`src/rtl/qnigma_key_decoder.sv`:
```
// Streaming key loader: assembles KEY_BYTES from IN_BYTES beats with
// LE / X25519-clamp / BE decoding and holds the key until consumed.
module qnigma_key_decoder #(
  parameter int KEY_BYTES = 32,
  parameter int IN_BYTES  = 1
) (
  input  logic                   clk,
  input  logic                   rst,
  input  logic [1:0]             mode,
  input  logic                   abort,
  input  logic                   in_val,
  input  logic [8*IN_BYTES-1:0]  in_dat,
  input  logic                   in_last,
  output logic                   in_rdy,
  output logic [8*KEY_BYTES-1:0] out_key,
  output logic                   out_val,
  input  logic                   out_rdy,
  output logic                   out_err
);

  localparam int NB = KEY_BYTES / IN_BYTES;
  localparam int CW = $clog2(NB + 1);
  localparam int SW = (KEY_BYTES > 1) ? $clog2(KEY_BYTES) : 1;

  typedef enum logic [1:0] {
    S_IDLE,
    S_LOAD,
    S_DONE
  } state_t;

  state_t        state_q, state_d;
  logic [CW-1:0] cnt_q, cnt_d;
  logic [1:0]    mode_q, mode_d, mode_cur;
  logic [7:0]    key_q [KEY_BYTES];
  logic [7:0]    key_d [KEY_BYTES];
  logic          val_q, val_d;
  logic          err_q, err_d;
  logic          rdy_q, rdy_d;
  logic          xfer, last_exp;
  logic [SW-1:0] s_idx, p_idx;
  logic [7:0]    byte_v;

  assign xfer     = in_val & rdy_q;
  assign last_exp = (cnt_q == CW'(NB - 1));

  // mode is only sampled on the first beat; reserved maps to raw LE
  always_comb begin
    mode_cur = mode_q;
    if (state_q == S_IDLE) begin
      mode_cur = (mode == 2'd3) ? 2'd0 : mode;
    end
  end

  always_comb begin
    state_d = state_q;
    cnt_d   = cnt_q;
    mode_d  = mode_q;
    key_d   = key_q;
    val_d   = val_q;
    err_d   = 1'b0;
    s_idx   = '0;
    p_idx   = '0;
    byte_v  = '0;
    if (abort) begin
      state_d = S_IDLE;
      cnt_d   = '0;
      val_d   = 1'b0;
    end else begin
      unique case (state_q)
        S_IDLE, S_LOAD: begin
          if (xfer) begin
            if (in_last != last_exp) begin
              err_d   = 1'b1;
              state_d = S_IDLE;
              cnt_d   = '0;
            end else begin
              mode_d = mode_cur;
              for (int j = 0; j < IN_BYTES; j++) begin
                s_idx  = SW'(int'(cnt_q) * IN_BYTES + j);
                byte_v = in_dat[8*j +: 8];
                if (mode_cur == 2'd1) begin
                  if (s_idx == '0) begin
                    byte_v = byte_v & 8'hF8;
                  end
                  if (s_idx == SW'(KEY_BYTES - 1)) begin
                    byte_v = (byte_v & 8'h7F) | 8'h40;
                  end
                end
                p_idx = (mode_cur == 2'd2) ?
                        SW'(KEY_BYTES - 1) - s_idx : s_idx;
                key_d[p_idx] = byte_v;
              end
              if (last_exp) begin
                state_d = S_DONE;
                cnt_d   = '0;
                val_d   = 1'b1;
              end else begin
                state_d = S_LOAD;
                cnt_d   = cnt_q + CW'(1);
              end
            end
          end
        end
        S_DONE: begin
          if (out_rdy) begin
            state_d = S_IDLE;
            val_d   = 1'b0;
          end
        end
        default: begin
          state_d = S_IDLE;
          cnt_d   = '0;
          val_d   = 1'b0;
        end
      endcase
    end
    rdy_d = (state_d != S_DONE);
  end

  always_ff @(posedge clk or posedge rst) begin
    if (rst) begin
      state_q <= S_IDLE;
      cnt_q   <= '0;
      mode_q  <= '0;
      key_q   <= '{default: 8'h00};
      val_q   <= 1'b0;
      err_q   <= 1'b0;
      rdy_q   <= 1'b0;
    end else begin
      state_q <= state_d;
      cnt_q   <= cnt_d;
      mode_q  <= mode_d;
      key_q   <= key_d;
      val_q   <= val_d;
      err_q   <= err_d;
      rdy_q   <= rdy_d;
    end
  end

  always_comb begin
    out_key = '0;
    for (int k = 0; k < KEY_BYTES; k++) begin
      out_key[8*k +: 8] = key_q[k];
    end
  end

  assign in_rdy  = rdy_q;
  assign out_val = val_q;
  assign out_err = err_q;

endmodule

```
`config.mk`:
```
export PLATFORM = sky130hd
export DESIGN_NAME = qnigma_key_decoder
export DESIGN_NICKNAME = d
export VERILOG_FILES = /design/src/rtl/qnigma_key_decoder.sv
export SDC_FILE = /design/constraint.sdc
export NUM_CORES = 1
export LEC_CHECK = 0
export CAP_MARGIN = 25
export CORE_MARGIN = 10
export CORE_UTILIZATION = 50
export CTS_CLUSTER_SIZE = 28
export DETAILED_ROUTE_END_ITERATION = 8
export HOLD_SLACK_MARGIN = 0.05
export PLACE_DENSITY = 0.81
export SYNTH_ARGS = -nofsm -noshare
export SYNTH_HDL_FRONTEND = slang
export SYNTH_SLANG_ARGS = --single-unit
```
`constraint.sdc`:
```
create_clock -name clk -period 13.3 [get_ports clk]
set_clock_uncertainty 0.05 [all_clocks]
set_input_delay 2.66 -clock clk [delete_from_list [all_inputs] [get_ports clk]]
set_output_delay 2.66 -clock clk [all_outputs]
set_load 0.1 [all_outputs]
```
==> impl_metrics.ini <==
[outcome]
outcome = finished, final reports clean

[job]
cap_violations = 0

[global_routing]
grt_max_degree = 126
grt_pass1_wl_um = 47910
grt_pass1_vias = 7565
grt-ovfl-total = 0
track_usage_pct = 21.39
antenna_found_initial = 0

[power]
ir_drop_mv = 0.1107
p_comb_share_pct = 17.2
p_int_uw = 1352
p_leak_uw = 0.007018
switching_power_uw = 592.3
p_seq_share_pct = 44.1
clkPwrFrac_pct = 38.6
p_sw_share_pct = 30.46
power_density_mw_per_mm2 = 128.9

[placed_design]
place_congestion = 0.7933
port_buffers = 274
placedInstanceArea_mm2 = 0.01416
place_hpwl_um = 21500

[logic_synthesis]
postSynth.asyncResetShare_pct = 100.0
netlist_instances = 741
synth_top_cell_by_area = dfrtp_1
synthesis.nets = 762
syn_area_per_cell_um2 = 15.08
synth_ff_type = dfrtp_1
synth_cell_type_count = 43
yosysTopAreaCellShare_pct = 60.24
synth_seq_cells = 269
synth_top_cells_by_area = dfrtp_1 60%, mux2_2 26%, nor2_4 2.7%
yosysWarningCount = 0
synth_edf_count = 0
syn_area_mm2 = 0.01117
seq_area_frac_synth_pct = 60.24

[sta]
finalMaxSlewViolations = 0
relSlewSlack_pct = 28.20
whs_ns = 0.4507
setup_tns_ns = 0
setup_viol = 0
fmax_mhz = 201.3
hold_viol_final = 0
period_minus_slack_ns = 4.968
worstMarginPinSlew_ns = 1.074
timing.final.crit_share_pct = 37.36
rsz0062_at_grt = no

[final_layout]
syn_to_final_growth_pct = 34.98
drive_gt1_share_pct = 33.98
final_common_cell = clkdlybuf4s50_1
design_area_mm2 = 0.01508
mostFrequentLayoutCells = 274 x clkdlybuf4s50_1, 269 x dfrtp_1, 256 x mux2_2
finalNetCount = 1037
fillers = 1540
antenna_cells = 0

[setup_path]
rrSetupSlack_ns = 9.64
path_class = in -> reg
r2r_end = out_key[92]
max_stage_delay_ns = 0.93
arrival_ns = 5.34
crit_family = simple AND/OR/NAND/NOR gates
critPathBufInv = 2
rr_worst_depth = 7
crit_chain = clkdlybuf4s50_1 > inv_1 > ha_1 > or4_4 > nor2_4 > mux2_2
crit_path_start_kind = primary input
required_ns = 13.68
r2r-start = cnt_q[2]
critical-path-slowest-cell = or4_4
critPathMaxFanout = 30
critPathCaptureType = flop

[min_path]
hold_depth = 1
hold_path_startpoint = out_key[254]
hold-path-endpoint = out_key[254]
worstHoldPathType = reg -> reg

[die]
die_h_um = 169.5
io-pin-count = 275
coreArea_mm2 = 0.02189
num_rows = 54
die_w_um = 169.5
initial_core_util_pct = 51.05
die_area_mm2 = 0.02873

[clock_tree]
clock-root-buffer = clkbuf_16
clk_latency_ns = 0.54
path_clk_slew_ns = 0.06
h-tree-depth = 1
cts_made_buffers = 28
post_cts_buffers = 0
cts.repair.resized = 0
tritoncts = yes
clockBufferDepth = 3
cts_hold_buffers = 0
clock-sinks = 269

[route]
wl_per_cell_um = 23.82
ant_nets = 0
viasPerCell = 5.391
drtIter0Drc = 346
vias = 7094
wl_um = 31350
first_pass_iters = 4
drt_drc_violations_left = 0
==> sequential cells by signal, indices dropped and copies added, names as in the netlist <==
name,cells
in_rdy,1
mode_q,2
out_err,1
out_key,256
state_q,2
out_val,1
cnt_q,6
==> worst reg2reg max path: stages (launching register included) <==
cell and delay [ns]:
dfrtp_1 0.55, nand3_1 0.28, nor3b_2 0.42, inv_1 0.11
ha_1 0.34, or4_4 0.93, nor2_4 0.48, mux2_2 0.39
==> cells by family (layout without fill, tap and decap cells) <==
logic type                 Yosys count  in the layout  synth area share [%]
muxes                              289            289                 28.90
DFF                                269            269                 60.24
and+or+nand+nor                    115            115                 6.987
buffers and inverters               46            341                 1.937
AOI/OAI and AO/OA                   17             17                 1.377
adders and majority gates            5              5                0.5598
==> power groups by stage <==
stage          clock, uW  sequential (uW)  combinational [uW]
2_1_floorplan          0             1050                64.6
3_3_place_gp           0              871                 335
3_5_place_dp           0              873                 337
4_1_cts              766              859                 338
5_1_grt              798              862                 347
6_report             751              858                 335
==> cells in the mapped netlist (3+ instances only) <==
cell type / number
nand3b_1: 3
inv_1: 5
buf_4: 3
mux2_1: 3
nor2_1: 31
nand2b_1: 5
mux2i_1: 29
buf_6: 4
ha_1: 5
a21oi_4: 4
o21ai_0: 4
or3b_1: 3
nand3_1: 4
dfrtp_1: 269
and2_1: 4
nor2b_1: 4
clkbuf_1: 32
nand2_1: 10
or3_1: 4
nor2_4: 27
mux2_2: 256
==> per-stage QoR <==
stage | std cells | setup WS [ns] | utilization, % | total power, uW
global placement | 1265 | 7.793 | 64.70 | 1206
finish | 1316 | 8.332 | 68.90 | 1945
detailed placement | 1265 | 7.795 | 64.70 | 1210
CTS | 1315 | 8.360 | 68.78 | 1963
floorplan | 741 | 3.180 | - | 1119
global route | 1316 | 8.274 | 68.90 | 2007
==> cell type report <==
cell class,count,area (um^2),share of cell area [%]
clock inverter,5,47.55,0.3152
sequential,269,6731,44.63
multi-input combinational,426,4230,28.05
inverter,5,26.28,0.1742
timing repair buffer,286,2853,18.91
clock buffer,45,844.6,5.599
tap,280,350.3,2.323
==> worst max-delay path by stage <==
| stage | startpoint | end | cells after the start |
|---|---|---|---|
| after floorplan | rst | cnt_q[0] | 1 |
| after global placement | in_last | out_key[240] | 6 |
| after detailed placement | in_last | out_key[241] | 6 |
| after CTS | in_last | out_key[241] | 6 |
| after global routing | in_last | out_key[241] | 6 |
| final | in_last | out_key[92] | 6 |
==> routing by layer <==
layer	routed length (um)	global-route usage [%]	vias up
met1	12290	25.61	3687
met4	784	5.178	0
met5	0	0	-
li1	-	-	3161
met2	15400	35.55	200
met3	2876	8.407	46
No activity file was read; power rests on OpenSTA's default activity.
